File: config.mk
export PLATFORM = sky130hd
export DESIGN_NAME = sar_scan_sequencer_flat
export DESIGN_NICKNAME = d
export VERILOG_FILES = /design/src/rtl/sar_pkg.sv /design/src/rtl/sar_scan_sequencer_if.sv /design/src/rtl/sar_result_hold.sv /design/src/rtl/sar_scan_sequencer.sv /design/src/flat_wrapper.sv
export SDC_FILE = /design/constraint.sdc
export NUM_CORES = 1
export LEC_CHECK = 0
export ABC_CLOCK_PERIOD_IN_PS = 1800
export CAP_MARGIN = 10
export CORE_MARGIN = 5
export CORE_UTILIZATION = 30
export CTS_BUF_LIST = sky130_fd_sc_hd__clkbuf_8
export DETAILED_ROUTE_END_ITERATION = 10
export GPL_ROUTABILITY_DRIVEN = 1
export GPL_TIMING_DRIVEN = 0
export SLEW_MARGIN = 20
export SYNTH_ARGS = -nofsm -noshare
export SYNTH_HDL_FRONTEND = slang
export SYNTH_SLANG_ARGS = --single-unit
File: constraint.sdc
create_clock -name Clock -period 1.8 [get_ports Clock]
set_input_delay 0.36 -clock Clock [delete_from_list [all_inputs] [get_ports Clock]]
set_output_delay 0.36 -clock Clock [all_outputs]
set_load 0.01 [all_outputs]
File: src/rtl/sar_pkg.sv
// Shared types and channel-search helpers for the SAR scan sequencer.
package sar_pkg;

    localparam int unsigned MAX_CH   = 16;
    localparam int unsigned MAX_CH_W = 4;

    typedef enum logic [2:0] {
        StIdle,
        StSettle,
        StConvert,
        StPost,
        StNext
    } sar_state_e;

    // Result of a channel search: wrap=1 means no enabled channel above the current one.
    typedef struct packed {
        logic                wrap;
        logic [MAX_CH_W-1:0] idx;
    } chan_step_t;

    // Lowest enabled channel in the mask (0 when the mask is empty).
    function automatic logic [MAX_CH_W-1:0] first_chan(input logic [MAX_CH-1:0] mask);
        logic [MAX_CH_W-1:0] idx;
        idx = '0;
        for (int i = MAX_CH - 1; i >= 0; i--) begin
            if (mask[i]) idx = MAX_CH_W'(i);
        end
        return idx;
    endfunction

    // Next enabled channel strictly above cur; wraps to the lowest enabled one.
    function automatic chan_step_t next_chan(input logic [MAX_CH-1:0]   mask,
                                             input logic [MAX_CH_W-1:0] cur);
        chan_step_t step;
        step.wrap = 1'b1;
        step.idx  = first_chan(mask);
        for (int i = MAX_CH - 1; i >= 0; i--) begin
            if (mask[i] && (i > int'(cur))) begin
                step.wrap = 1'b0;
                step.idx  = MAX_CH_W'(i);
            end
        end
        return step;
    endfunction

endpackage

File: src/rtl/sar_scan_sequencer_if.sv
// Host and SAR-core signal bundle of the scan sequencer.
// The slave modport is the sequencer; the master modport is the host/SAR environment.
interface sar_scan_sequencer_if #(
    parameter int unsigned DATA = 8,
    parameter int unsigned NCH  = 4,
    parameter int unsigned CH_W = 2
) ();
    logic            Start;
    logic            Continuous;
    logic [NCH-1:0]  ChanEn;
    logic            SarReady;
    logic [DATA-1:0] SarData;
    logic            SarReset;
    logic [CH_W-1:0] MuxSel;
    logic            ResValid;
    logic [CH_W-1:0] ResChan;
    logic [DATA-1:0] ResData;
    logic            ResAck;
    logic            Busy;
    logic            TimeoutErr;

    modport master (
        output Start, Continuous, ChanEn, SarReady, SarData, ResAck,
        input  SarReset, MuxSel, ResValid, ResChan, ResData, Busy, TimeoutErr
    );

    modport slave (
        input  Start, Continuous, ChanEn, SarReady, SarData, ResAck,
        output SarReset, MuxSel, ResValid, ResChan, ResData, Busy, TimeoutErr
    );
endinterface

File: src/rtl/sar_result_hold.sv
// One-entry valid/ack holding register for {channel, conversion result}.
module sar_result_hold #(
    parameter int unsigned DATA = 8,
    parameter int unsigned CH_W = 2
) (
    input  logic            clk,
    input  logic            rst,
    input  logic            wr,
    input  logic [CH_W-1:0] wr_chan,
    input  logic [DATA-1:0] wr_data,
    input  logic            ack,
    output logic            ready,
    output logic            valid,
    output logic [CH_W-1:0] chan,
    output logic [DATA-1:0] data
);
    logic            valid_q;
    logic [CH_W-1:0] chan_q;
    logic [DATA-1:0] data_q;

    // A write is accepted when empty or when the held entry is consumed this cycle.
    always_comb ready = !valid_q || ack;

    // Write wins over ack so a simultaneous ack+write keeps valid high with new data.
    always_ff @(posedge clk) begin
        if (rst) begin
            valid_q <= 1'b0;
            chan_q  <= '0;
            data_q  <= '0;
        end else if (wr && ready) begin
            valid_q <= 1'b1;
            chan_q  <= wr_chan;
            data_q  <= wr_data;
        end else if (ack) begin
            valid_q <= 1'b0;
        end
    end

    assign valid = valid_q;
    assign chan  = chan_q;
    assign data  = data_q;
endmodule

File: src/rtl/sar_scan_sequencer.sv
// Scan controller: steps the analog mux over enabled channels, settles, runs one SAR
// conversion per channel and hands results to the host through a one-entry holding register.
module sar_scan_sequencer
    import sar_pkg::*;
#(
    parameter int unsigned DATA    = 8,
    parameter int unsigned NCH     = 4,
    parameter int unsigned CH_W    = 2,
    parameter int unsigned SETTLE  = 4,
    parameter int unsigned TIMEOUT = 24
) (
    input logic                 Clock,
    input logic                 Reset,
    sar_scan_sequencer_if.slave bus
);
    localparam int unsigned SETTLE_W = $clog2(SETTLE + 1);
    localparam int unsigned TMO_W    = $clog2(TIMEOUT + 1);
    localparam logic [SETTLE_W-1:0] SettleLast = SETTLE_W'(SETTLE - 1);
    localparam logic [TMO_W-1:0]    TmoLast    = TMO_W'(TIMEOUT - 1);

    sar_state_e          state_q;
    logic                sar_reset_q;
    logic [CH_W-1:0]     mux_sel_q;
    logic [NCH-1:0]      mask_q;
    logic [SETTLE_W-1:0] settle_cnt_q;
    logic [TMO_W-1:0]    tmo_cnt_q;
    logic [DATA-1:0]     cap_data_q;
    logic                tmo_err_q;
    logic                busy_q;

    chan_step_t          step;
    logic [CH_W-1:0]     start_chan;
    logic                hold_ready;
    logic                hold_wr;
    logic                res_valid;
    logic [CH_W-1:0]     res_chan;
    logic [DATA-1:0]     res_data;

    // Channel search on the latched mask, plus the first channel of a freshly sampled mask.
    always_comb begin
        step       = next_chan(MAX_CH'(mask_q), MAX_CH_W'(mux_sel_q));
        start_chan = CH_W'(first_chan(MAX_CH'(bus.ChanEn)));
        hold_wr    = (state_q == StPost) && hold_ready;
    end

    // Scan FSM with registered outputs and inline settle/timeout counters.
    always_ff @(posedge Clock) begin
        if (Reset) begin
            state_q      <= StIdle;
            sar_reset_q  <= 1'b1;
            mux_sel_q    <= '0;
            mask_q       <= '0;
            settle_cnt_q <= '0;
            tmo_cnt_q    <= '0;
            cap_data_q   <= '0;
            tmo_err_q    <= 1'b0;
            busy_q       <= 1'b0;
        end else begin
            case (state_q)
                StIdle: begin
                    if (bus.Start && (|bus.ChanEn)) begin
                        mask_q       <= bus.ChanEn;
                        tmo_err_q    <= 1'b0;
                        mux_sel_q    <= start_chan;
                        settle_cnt_q <= '0;
                        busy_q       <= 1'b1;
                        state_q      <= StSettle;
                    end
                end
                StSettle: begin
                    if (settle_cnt_q == SettleLast) begin
                        sar_reset_q <= 1'b0;
                        tmo_cnt_q   <= '0;
                        state_q     <= StConvert;
                    end else begin
                        settle_cnt_q <= settle_cnt_q + 1'b1;
                    end
                end
                StConvert: begin
                    // Ready has priority over expiry in the last allowed cycle.
                    if (bus.SarReady) begin
                        cap_data_q  <= bus.SarData;
                        sar_reset_q <= 1'b1;
                        state_q     <= StPost;
                    end else if (tmo_cnt_q == TmoLast) begin
                        tmo_err_q   <= 1'b1;
                        sar_reset_q <= 1'b1;
                        state_q     <= StNext;
                    end else begin
                        tmo_cnt_q <= tmo_cnt_q + 1'b1;
                    end
                end
                StPost: begin
                    if (hold_wr) state_q <= StNext;
                end
                StNext: begin
                    settle_cnt_q <= '0;
                    if (!step.wrap) begin
                        mux_sel_q <= CH_W'(step.idx);
                        state_q   <= StSettle;
                    end else if (bus.Continuous && (|bus.ChanEn)) begin
                        mask_q    <= bus.ChanEn;
                        mux_sel_q <= start_chan;
                        state_q   <= StSettle;
                    end else begin
                        busy_q  <= 1'b0;
                        state_q <= StIdle;
                    end
                end
                default: state_q <= StIdle;
            endcase
        end
    end

    sar_result_hold #(
        .DATA (DATA),
        .CH_W (CH_W)
    ) u_hold (
        .clk     (Clock),
        .rst     (Reset),
        .wr      (hold_wr),
        .wr_chan (mux_sel_q),
        .wr_data (cap_data_q),
        .ack     (bus.ResAck),
        .ready   (hold_ready),
        .valid   (res_valid),
        .chan    (res_chan),
        .data    (res_data)
    );

    assign bus.SarReset   = sar_reset_q;
    assign bus.MuxSel     = mux_sel_q;
    assign bus.ResValid   = res_valid;
    assign bus.ResChan    = res_chan;
    assign bus.ResData    = res_data;
    assign bus.Busy       = busy_q;
    assign bus.TimeoutErr = tmo_err_q;
endmodule

File: src/flat_wrapper.sv
// flat-port wrapper written by rule: the top's interface ports become plain ports
module sar_scan_sequencer_flat import sar_pkg::*;
#(
    parameter int unsigned DATA    = 8,
    parameter int unsigned NCH     = 4,
    parameter int unsigned CH_W    = 2,
    parameter int unsigned SETTLE  = 4,
    parameter int unsigned TIMEOUT = 24
)
  (Clock, Reset, bus_Start, bus_Continuous, bus_ChanEn, bus_SarReady, bus_SarData, bus_ResAck, bus_SarReset, bus_MuxSel, bus_ResValid, bus_ResChan, bus_ResData, bus_Busy, bus_TimeoutErr);
  sar_scan_sequencer_if #(.DATA(DATA), .NCH(NCH), .CH_W(CH_W)) bus_i ();
  input logic Clock;
  input logic Reset;
  input wire logic [$bits(bus_i.Start)-1:0] bus_Start;
  input wire logic [$bits(bus_i.Continuous)-1:0] bus_Continuous;
  input wire logic [$bits(bus_i.ChanEn)-1:0] bus_ChanEn;
  input wire logic [$bits(bus_i.SarReady)-1:0] bus_SarReady;
  input wire logic [$bits(bus_i.SarData)-1:0] bus_SarData;
  input wire logic [$bits(bus_i.ResAck)-1:0] bus_ResAck;
  output wire logic [$bits(bus_i.SarReset)-1:0] bus_SarReset;
  output wire logic [$bits(bus_i.MuxSel)-1:0] bus_MuxSel;
  output wire logic [$bits(bus_i.ResValid)-1:0] bus_ResValid;
  output wire logic [$bits(bus_i.ResChan)-1:0] bus_ResChan;
  output wire logic [$bits(bus_i.ResData)-1:0] bus_ResData;
  output wire logic [$bits(bus_i.Busy)-1:0] bus_Busy;
  output wire logic [$bits(bus_i.TimeoutErr)-1:0] bus_TimeoutErr;
  assign bus_i.Start = bus_Start;
  assign bus_i.Continuous = bus_Continuous;
  assign bus_i.ChanEn = bus_ChanEn;
  assign bus_i.SarReady = bus_SarReady;
  assign bus_i.SarData = bus_SarData;
  assign bus_i.ResAck = bus_ResAck;
  assign bus_SarReset = bus_i.SarReset;
  assign bus_MuxSel = bus_i.MuxSel;
  assign bus_ResValid = bus_i.ResValid;
  assign bus_ResChan = bus_i.ResChan;
  assign bus_ResData = bus_i.ResData;
  assign bus_Busy = bus_i.Busy;
  assign bus_TimeoutErr = bus_i.TimeoutErr;
  sar_scan_sequencer #(.DATA(DATA), .NCH(NCH), .CH_W(CH_W), .SETTLE(SETTLE), .TIMEOUT(TIMEOUT)) u_core (.Clock(Clock), .Reset(Reset), .bus(bus_i));
endmodule
# [Word level (Yosys, flattened, before mapping)]
# Cells that the tools add are included.
[word_totals] romBits=0 in_bits=18 ram_bits=0 latchBits=0 output_inout_bits=16 elab_cells=107 reg_bits=39 mem_count=0
[op_classes] eq_ne=18 add_sub_neg=2 bitwise=0 n_mux=47 n_reduce_logical=25 div=0 n_lt_le_gt_ge=3 n_mul=0 n_shift=0
[op_table] cell="5-bit two-way mux" count=6
[op_table] cell="3-bit two-way mux" count=8
[op_table] cell="2-bit two-way mux" count=11
[op_table] cell="4-bit AND reduction" count=5
[op_table] cell="3-bit one-hot mux with 5 select lines" count=1
[op_table] cell="4-bit two-way mux" count=3
[op_table] cell="1-bit two-way mux" count=11
[op_table] cell="2-bit by 1-bit inequality test with 1-bit output (second input constant)" count=5
[op_table] cell="2-bit inequality test (second input constant)" count=5
[op_table] cell="5-bit one-hot mux with 2 select lines" count=1
[op_table] cell="3-bit by 2-bit equality test with 1-bit output (second input constant)" count=3
[op_table] cell="3-bit one-hot mux with 3 select lines" count=1
[op_table] cell="3-bit AND reduction" count=3
[op_table] cell="4-bit one-hot mux with 2 select lines" count=1
[op_table] cell="2-bit nonzero test" count=4
[op_table] cell="1-bit logical AND" count=7
[op_table] cell="1-bit one-hot mux with 2 select lines" count=3
[op_table] cell="5-bit by 1-bit adder with 5-bit output (second input constant)" count=1
[op_table] cell="5-bit equality test (second input constant)" count=1
[op_table] cell="2-bit greater-than comparator (first input constant)" count=2
[op_table] cell="2-bit one-hot mux with 2 select lines" count=1
[op_table] cell="4-bit OR reduction" count=1
[op_table] cell="3-bit by 1-bit adder with 3-bit output (second input constant)" count=1
[op_table] cell="3-bit by 1-bit equality test with 1-bit output (second input constant)" count=1
[op_table] cell="9 further kinds" count=9

# [Logic depth before layout (Yosys ltp)]
[depth] word_depth=9 mapped_depth=6 depth_no_buf=6

# [Hierarchy]
# A second synthesis with hierarchy kept.
[unflattened] cells_unflattened=220 area_unflattened_um2=1960.6
[by_module_without_submodules] mod="sar_scan_sequencer" cells_per_inst=171 n_inst=1 area_per_inst_um2=1456.4 seq_area_each_um2=540.5
[by_module_without_submodules] mod="sar_result_hold" cells_per_inst=49 n_inst=1 area_per_inst_um2=504.2 seq_area_each_um2=220.2

# [Least setup slack after synthesis]
# OpenSTA, ideal clock, no wires.
[synth_timing] path_kind="register -> register" start="reg u_core.settle_cnt_q[0]" end="reg u_core.settle_cnt_q[2]" setup_time_ps=128 period_less_slack_ps=1680 arrival_ps=1553 path_slack_ps=120 path_stages_with_launch=7 n_path_buf=0 path_cell_list="dfxtp_1 > ha_1 > ha_1 > o21a_1 > a211oi_1 > mux2i_1 > nor2_1"
[synth_via] elab_chain_len=3 elab_cells_between_ends=6 cone_classes="add/sub (1); eq/ne (2); mux (2); reduce/logical (1)"
[synth_lines] element="start: declaration" line="sar_scan_sequencer.sv:25" rtl="logic [SETTLE_W-1:0] settle_cnt_q;"
[synth_lines] element="start signal: assignment" line="sar_scan_sequencer.sv:76" rtl="settle_cnt_q <= settle_cnt_q + 1'b1;"
[synth_lines] element="3-bit by 1-bit adder with 3-bit output / 3-bit by 2-bit equality test with 1-bit output (equally long branches)" line="sar_scan_sequencer.sv:76, sar_scan_sequencer.sv:71"
[synth_lines] element="3-bit two-way mux / 2-bit inequality test (equally long branches)"
[synth_lines] element="3-bit one-hot mux with 3 select lines / 3-bit AND reduction (equally long branches)"
# Several ways; a longest one is shown, not always the timed one. The select of a mux whose other input is x is not followed.
# A chain may end at the register's enable or synchronous reset.

# [Worst setup path in the final report]
[layout_timing] start="in bus_ChanEn[3]" end="reg u_core.mux_sel_q[1], in the netlist u_core.bus.MuxSel[1]"
[layout_via] elab_chain_len=7 elab_cells_between_ends=14 cone_classes="eq/ne (2); mux (8); reduce/logical (4)"
[layout_lines] element="start: declaration" line="flat_wrapper.sv:16" rtl="input wire logic [$bits(bus_i.ChanEn)-1:0] bus_ChanEn;"
[layout_lines] element="2-bit two-way mux (4 in series)" line="sar_pkg.sv:26" rtl="if (mask[i]) idx = MAX_CH_W'(i);"
[layout_lines] element="2-bit two-way mux" line="sar_scan_sequencer.sv:101" rtl="end else if (bus.Continuous && (|bus.ChanEn)) begin"
[layout_lines] element="2-bit two-way mux" line="sar_scan_sequencer.sv:98" rtl="if (!step.wrap) begin"
[layout_lines] element="2-bit one-hot mux with 2 select lines" line="sar_scan_sequencer.sv:59" rtl="case (state_q)"
[layout_lines] element="end signal: assignment" line="sar_scan_sequencer.sv:64" rtl="mux_sel_q <= start_chan;"
[layout_lines] element="end signal: assignment" line="sar_scan_sequencer.sv:99" rtl="mux_sel_q <= CH_W'(step.idx);"
[layout_lines] element="end signal: assignment" line="sar_scan_sequencer.sv:103" rtl="mux_sel_q <= start_chan;"
[layout_lines] element="end: declaration" line="sar_scan_sequencer.sv:23" rtl="logic [CH_W-1:0] mux_sel_q;"
# Several ways; a longest one is shown, not always the timed one. The select of a mux whose other input is x is not followed.

==> flow_summary.toml <==
[run_status]
outcome = "completed"

[clocking]
ctsHoldBuffers = 0
clock_latency_ns = 0.29
cts_tree = "done"
cts_buffers = 5
clock_path_buffers = 2
clk_pin_slew_worst_paths_ns = 0.08
h-tree-depth = 2
root_buffer = "clkbuf_8"
clock-sinks = 38

[timing]
maxSlewHeadroom_pct = 57.69
worst_pin_slew_ns = 0.6265
holdWs_ns = 0.4585
hold_viol_final = 0
setup_slack_ns = 0.06427
setup_viol = 0
timing.final.crit_period_ns = 1.736
fin_skew_ns = 0.005321
slew_viol_final = 0
fmax_mhz = 576.1
period_share_pct = 96.43
finalSetupTns_ns = 0
grt_setup_unrepaired = "true"

[power_and_ir_drop]
ir_worst_vdd_uv = 440.7
pwr_density_cell_nw_per_um2 = 788.9
p_leak_nw = 0.8664

[setup_path]
cp.required_ns = 2.00
cp-startpoint = "bus_ChanEn[3]"
r2r-end = "u_core.tmo_cnt_q[2]"
setup.worst_path.end_class = "register"
crit_fanout = 7
setup.worst_path.start_class = "primary input"
r2r_slack_ns = 0.09
ff2ff_path_depth = 6
arrival_ns = 1.93
endpoint = "u_core.bus.MuxSel[1]"
timing.rr.start = "u_core.settle_cnt_q[0]"
critPathKind = "primary input to register"

[floorplanning]
core_um2 = 5991
die_x_um = 88.75
num_rows = 28
dieArea_um2 = 7877
start_util_pct = 31.06
die_h_um = 88.75
ios = 34

[synthesis]
avgSynthCellArea_um2 = 8.574
yosysWarnings = 0
yosysTopAreaCellShare_pct = 40.89
synthTopCellsByArea = "dfxtp_1 41%, mux2i_1 6.5%, nand2_1 5.2%"
yosysTopAreaCell = "dfxtp_1"
yosysUniqueCellTypes = 47
ys_seq_elements = 38
ys_seq_area_share_pct = 40.89
synthesis.instances = 217
syn_area_um2 = 1861
synth-edff-count = 0
synth_nets = 238
async_flop_share_pct = 0
synth_ff_type = "dfxtp_1"

[drt]
ant_nets = 0
drc = 0
dr.pass1.iters = 4
wirelength_um = 4684
avgViaCountPerCell = 5.063
vias = 1691
first_iter_violations = 98
avgRoutedWirePerCell_um = 14.02

[placed_design]
dp_slack_ns = -0.4723
dp_cells = 324
gp_congestion = 0.8568
hpwlAfterDp_um = 3333
portBuffers = 32

[finish]
drive_gt1_share_pct = 11.20
num_antenna_cells = 0
multi_input_area_um2 = 1064
post-route-util_pct = 41.23
num-nets-final = 279
syn2layout_area_growth_pct = 32.75
fillers = 604
ff_latch_area_um2 = 762.0
fin_cells = 334

[hold_path]
hp-class = "register to register"

[grt]
grt_pass1_wl_um = 7521
grt_max_degree = 14
track_usage_pct = 12.32
first_global_vias = 1622
grt.overflow.total = 0
grt_antenna_before_repair = 0

[run]
maxCapViolCount = 0
==> report_power, final <==
group	total [mW]	switching, mW	leakage, nW	internal, mW
logic	0.193	0.101	0.490	0.0920
registers	0.873	0.0175	0.308	0.856
clock network	0.882	0.327	0.0683	0.555
==> registers in the layout, summed over array words and instances (netlist names), 2 cells and up <==
| name | count |
|---|---|
| u_core.bus.MuxSel | 2 |
| u_core.cap_data_q | 8 |
| u_core.mask_q | 3 |
| u_core.settle_cnt_q | 3 |
| u_core.state_q | 3 |
| u_core.tmo_cnt_q | 5 |
| u_core.u_hold.chan | 2 |
| u_core.u_hold.data | 8 |
==> cells in the mapped netlist, types with 2 or more instances <==
| cell | n |
|---|---|
| buf_4 | 2 |
| nor4b_1 | 3 |
| a211oi_1 | 3 |
| buf_2 | 2 |
| nand4_1 | 4 |
| and2_1 | 2 |
| mux2i_1 | 12 |
| o21ai_0 | 11 |
| o31ai_1 | 4 |
| ha_1 | 3 |
| nor3_1 | 3 |
| nand2_1 | 26 |
| or3_1 | 2 |
| clkbuf_1 | 7 |
| nand3b_1 | 3 |
| a21oi_1 | 19 |
| nor2b_1 | 4 |
| a21boi_0 | 5 |
| dfxtp_1 | 38 |
| and4_1 | 2 |
| nor2_1 | 21 |
| nand3_1 | 5 |
| inv_1 | 8 |
| o41ai_1 | 2 |
| nand2b_1 | 4 |
==> per-stage QoR <==
step	cell area (um^2)	power, mW
after global routing	2470	2.026
after detailed placement	2275	1.081
after global placement	2275	1.081
after CTS	2419	1.962
final	2470	1.949
after floorplan	1861	0.9952
==> what timing repair did <==
action / in CTS / in global routing
pin swaps: 0 / 1
setup buffers: 0 / 2
setup endpoints to repair: 9 / 10
gates resized for setup: 6 / 11
==> layout make-up <==
class / instances / share of cell area, %
Buffer: 11 / 2.128
Clock buffer: 5 / 2.786
Clock inverter: 3 / 2.786
Inverter: 8 / 1.216
Multi-Input combinational cell: 160 / 43.06
Sequential cell: 38 / 30.85
Tap cell: 75 / 3.799
Timing Repair Buffer: 34 / 13.37
==> cell usage in the layout (no fill, tap or decap), types with 3 or more instances in the layout <==
cell,Yosys,routed
a21boi_0,5,5
mux2i_1,12,12
nand2_1,26,26
clkbuf_1,7,6
o31ai_1,4,4
nand3b_1,3,3
nand2b_1,4,4
inv_1,8,8
dfxtp_1,38,37
nand4_1,4,4
clkbuf_8,0,5
nor2_1,21,20
nand3_1,5,5
o21ai_0,11,11
nor2b_1,4,4
buf_4,2,4
dlygate4sd2_1,0,4
nor3_1,3,3
a21oi_1,19,19
clkdlybuf4s50_1,0,28
==> worst min path at each step <==
| stage | startpoint | end | slack (ns) | cells after the start |
|---|---|---|---|---|
| after floorplan | u_core.cap_data_q[0] | u_core.cap_data_q[0] | 0.44 | 2 |
| after global routing | u_core.cap_data_q[4] | u_core.cap_data_q[4] | 0.48 | 2 |
| after detailed placement | u_core.cap_data_q[4] | u_core.cap_data_q[4] | 0.45 | 2 |
| after global placement | u_core.cap_data_q[4] | u_core.cap_data_q[4] | 0.44 | 2 |
| after CTS | u_core.cap_data_q[4] | u_core.cap_data_q[4] | 0.46 | 2 |
| final | u_core.cap_data_q[4] | u_core.cap_data_q[4] | 0.46 | 2 |
==> metal layers <==
layer	GRT usage, %	wire [um]	part of all wire, %
met1	15.68	2195	47
met2	19.57	2104	45
met3	4.376	341	7.3
met4	3.709	42	0.90
met5	0	0	0
==> kinds of logic after synthesis <==
| kind of cell | count (synthesis) | synth area share [%] |
|---|---|---|
| AO/OA/AOI/OAI | 56 | 19.71 |
| adder cells (fa/ha/maj) | 3 | 2.018 |
| buffers and inverters | 19 | 4.371 |
| flip-flops | 38 | 40.89 |
| multiplexers | 13 | 7.061 |
| AND/OR/NAND/NOR | 88 | 25.96 |
==> worst max-delay path, cell delays in order <==
cell,delay [ns]
dlygate4sd2_1,0.30
or4_4,0.57
nand3_2,0.10
or3b_4,0.38
a41o_1,0.21
Note: power is estimated with default switching activity, not from simulation.
==> patch 1 (same flow settings) <==
Encoding of `sar_state_e`: now one-hot (5 bits for 5 states).
--- a/src/rtl/sar_pkg.sv
+++ b/src/rtl/sar_pkg.sv
@@ -6,8 +6,8 @@
 
-    typedef enum logic [2:0] {
-        StIdle,
-        StSettle,
-        StConvert,
-        StPost,
-        StNext
+    typedef enum logic [4:0] {
+        StIdle    = 5'b00001,
+        StSettle  = 5'b00010,
+        StConvert = 5'b00100,
+        StPost    = 5'b01000,
+        StNext    = 5'b10000
     } sar_state_e;
Function: same outputs for any inputs over 10 cycles, from zero or initial values and one cycle with Reset high; not proved beyond that.
==> patch 1 against the original RTL <==
Cell area grew 3.8%; routed wire length rose by 1.2%; worst setup slack got worse by 0.032 ns; global-route usage decreased by 0.39 points; via count grew 2.0%; area after synthesis grew 1.7%; fmax shrank 1.8%; first-iteration DRC count decreased by 31%; sequential cell count is 2 higher; die area grew 1.5%; cell count grew 2.7%.
Power is not compared: it rests on default switching activity, and its combinational part moved more than twofold at a synthesized area within 25%.
==> patch 1: results (changes against the original RTL) <==
| Metric | Value |
|---|---|
| FF+latch count | 40 (+5.3%) |
| Gpl congestion | 0.7727 (-9.8%) |
| Number of global-route vias before repair | 1,591 (-1.9%) |
| Top post-synthesis cells by count | dfxtp_1, a21oi_1, nand2_1, nand3_1, nor2_1 |
| DP HPWL | 3219 microns (-3.4%) |
| Sequential cell area share | 31.33% (+0.48 points) |
| Fin util | 41.08% (-0.15 points) |
| Multi-input logic portion of the cell area | 43.00% (-0.063 points) |
| Share of cells above drive strength 1 | 17.29% (+6.1 points) |
| Pre-CTS WS | -0.3964 ns (+0.07590 ns) |
| Inst Count DP | 330 (+1.9%) |
| Area post-placement | 0.002310 sq mm (+1.5%) |
| CORE AREA | 0.006241 sq mm (+4.2%) |
| # diodes | 0 (unchanged) |
| Clock buf/inv share | 4.734% (-0.84 points) |
| Synth unique cells | 52 (+11%) |
| Avg WL per Cell | 13.82 microns (-1.5%) |
| Final clock skew | 0.005999 ns (+0.0006785 ns) |
| Final #Nets | 286 (+2.5%) |
| XOR/XNOR share of the synthesized area | 0.9253% (+0.93 points) |
| Synth Instances | 221 (+1.8%) |
| Initial DRC Count | 68 (-31%) |
| Multi-input gates | 165 (+3.1%) |
| Via count | 1,724 (+2.0%) |
| Mux contribution to synthesized area | 2.710% (-4.4 points) |
| Fill cells | 655 (+8.4%) |
| Buffering overhead | 16.45% (+0.95 points) |
| Compound-Gate Fraction of Synth Area | 19.76% (+0.058 points) |
| Max FO, Critical Path | 5 (-2) |
| First-pass GRT wire length | 7452 microns (-0.92%) |
| Clkbuf count | 6 (+1) |
| Synth area leaders | dfxtp_1, a21oi_1, nand3_1, nand2_1, nor2_1 |
| Final wirelength | 4740 microns (+1.2%) |
| Synth Area in Adders | 1.983% (-0.035 points) |
| Worst slew pin tran | 0.5557 ns (-0.07079 ns) |
| Sequential cell area fraction in the yosys report | 42.30% (+1.4 points) |
| Invs w/o clock | 5 (-3) |
| FF-to-FF path depth | 8 (+2) |
| Status | finished clean |
| Non-clock buffers | 48 (+6.7%) |
| Post-Syn Nets | 242 (+1.7%) |
patch 1: cell types whose count changed after synthesis, moves of 4 or more:
| cell | unedited run | this run |
|---|---|---|
| nand3_1 | 5 | 25 |
| a21oi_1 | 19 | 29 |
| o21ai_0 | 11 | 2 |
| mux2i_1 | 12 | 4 |
| a21boi_0 | 5 | 1 |
| o31ai_1 | 4 | 0 |
patch 1: timing repair:
item,in CTS,in global routing
buffers inserted,2,3
pin swaps,4,6
resized for setup,13,14
hold endpoints to repair,0,0
endpoints found under the setup margin,10,19
gates cloned,0,0
patch 1: worst paths after layout:
| kind | startpoint | to | slack, ns |
|---|---|---|---|
| worst min register to register | u_core.u_hold.data[4] | u_core.u_hold.data[4] | 0.46 |
| worst max-delay path | bus_ChanEn[0] | u_core.state_q[1] | 0.03 |
| worst min-delay path | u_core.u_hold.data[4] | u_core.u_hold.data[4] | 0.46 |
| worst max register to register | u_core.settle_cnt_q[0] | u_core.tmo_cnt_q[3] | 0.12 |
patch 1: worst max-delay path, stage by stage:
cell	delay [ns]
clkdlybuf4s50_1	0.49
o41a_1	0.46
o21bai_2	0.24
nand2_1	0.14
o221a_2	0.25
patch 1: metal layers:
metal / share of wire [%] / up-vias / track usage [%]
met2: 46 / 27 / 19.16
met4: 0.17 / 0 / 1.624
li1: - / 868 / -
met3: 5.6 / 2 / 3.871
met1: 48 / 827 / 16.04
met5: 0 / - / 0
patch 1: power by group through the flow:
stage                     clock network, mW  registers (mW)  logic (mW)
after global placement                    0           0.979       0.404
after floorplan                           0           0.975       0.283
after global routing                  0.833           0.966       0.491
after CTS                             0.796           0.960       0.409
after detailed placement                  0           0.980       0.405
final                                 0.786           0.962       0.450
==> patch 2 (same flow settings) <==
Without the edit above. `TIMEOUT` is set to 24 in 2 places; all go to 12.
--- a/src/rtl/sar_scan_sequencer.sv
+++ b/src/rtl/sar_scan_sequencer.sv
@@ -9,3 +9,3 @@
     parameter int unsigned SETTLE  = 4,
-    parameter int unsigned TIMEOUT = 24
+    parameter int unsigned TIMEOUT = 12
 ) (
--- a/src/flat_wrapper.sv
+++ b/src/flat_wrapper.sv
@@ -7,3 +7,3 @@
     parameter int unsigned SETTLE  = 4,
-    parameter int unsigned TIMEOUT = 24
+    parameter int unsigned TIMEOUT = 12
 )
Behaviour: no difference found for any inputs over 10 cycles, from zero or initial values and one cycle with Reset high; that may be too few to reach the edited logic, so the function may still have changed.
==> patch 2 against the original RTL <==
Fmax rose by 1.4%; critical endpoint is now u_core.state_q[1]; count of clock-buffer cells in the layout unchanged; worst setup slack better by 0.024 ns; area after synthesis decreased by 3.2%; sequential cell count shrank 1; die area decreased by 2.9%; critical path type is now reg -> reg; via count shrank 4.6%; cell area is 2.6% lower; routed wire length fell by 9.9%.
Power is not compared: it rests on default switching activity, and its combinational part moved more than twofold at a synthesized area within 25%.
==> patch 2: results (changes against the original RTL) <==
| Metric | Value |
|---|---|
| Final #Nets | 270 (-3.2%) |
| Port Buf Inserts | 33 (+3.1%) |
| Met1 Use GR | 15.38% (-0.30 points) |
| Metal2 WL | 1911 microns (-9.2%) |
| Synth Instances | 204 (-6.0%) |
| Inst Count DP | 312 (-3.7%) |
| Met3 WL | 219 microns (-36%) |
| Sequential Area | 740.7 sq um (-2.8%) |
| Cts repair resizes | 5 (-1) |
| FF-to-FF path depth | 6 (unchanged) |
| Initial DRC Count | 154 (+57%) |
| # diodes | 0 (unchanged) |
| Met2 Track Usage GR | 17.88% (-1.7 points) |
| Final clock skew | 0.009432 ns (+0.004111 ns) |
| Clk power | 721 uW |
| Clock slew at reported path FFs | 0.08 ns (about the same) |
| Global-route track usage on met3 | 3.027% (-1.3 points) |
| Worst path slowest cell | a2111o_1 |
| Synth unique cells | 53 (+13%) |
| Worst Hold Depth | 3 (+1) |
| Status | finished clean |
| Top post-synthesis cells by count | dfxtp_1, nand2_1, a21oi_1, nor2_1, mux2i_1 |
| First-pass GRT wire length | 7148 microns (-5.0%) |
| Pre-CTS WS | -0.4177 ns (+0.05455 ns) |
| Final wirelength | 4220 microns (-9.9%) |
| CP startpoint | u_core.settle_cnt_q[0] |
| DP HPWL | 3080 microns (-7.6%) |
| Post-Syn Nets | 225 (-5.5%) |
| Postcts setup bufs | 0 (unchanged) |
| Area post-placement | 0.002225 sq mm (-2.2%) |
| First-pass iteration count of the detailed router | 6 (+2) |
| Worst slew pin tran | 0.5509 ns (-0.07552 ns) |
| Fill cells | 594 (-1.7%) |
| Worst Hold Class | in -> reg |
| Number of global-route vias before repair | 1,587 (-2.2%) |
| Root Buffer | clkbuf_8 |
| GRT Total Usage | 11.80% (-0.52 points) |
| Final Power | 2.375 mW |
| Final cell count without fillers | 325 (-2.7%) |
| Share of cells above drive strength 1 | 14.00% (+2.8 points) |
| WL met1 | 2063 microns (-6.0%) |
| Critical Path AT | 1.91 ns (-0.02 ns) |
| Synth area leaders | dfxtp_1, mux2i_1, nand2_1, a21oi_1, nor2_1 |
| Family with the most delay on the worst path | compound AO/OA/AOI/OAI gates |
## patch 2: cell types whose count changed after synthesis, moves of 3 or more
cell / delta
nor2_1: -5
inv_1: -4
a21boi_0: -4
buf_2: +3
o21ai_0: -9
nand2b_1: -3
nor4b_1: -3
nand2_1: +3
a211o_1: +3
## patch 2: cells by family after synthesis
family	synth area share (%)
flip-flops	41.14
adder cells (fa/ha/maj)	2.085
AND/OR/NAND/NOR	25.71
multiplexers	7.297
buffers and inverters	4.377
AO/OA/AOI/OAI	19.39
## patch 2: area by class of cell
cell class	count	area share [%]
multi-input cells	150	41.86
repair buffers	38	15.24
flip-flops and latches	37	30.79
well taps	75	3.900
inverters	5	0.7800
plain buffers	12	2.652
clock buffers	5	2.860
clock inverters	3	1.924
## patch 2: final timing paths
| kind | slack, ns | to |
|---|---|---|
| hold / removal | 0.45 | u_core.mask_q[2] |
| setup / recovery | 0.09 | u_core.state_q[1] |
| hold reg to reg | 0.46 | u_core.settle_cnt_q[2] |
| setup reg to reg | 0.09 | u_core.state_q[1] |
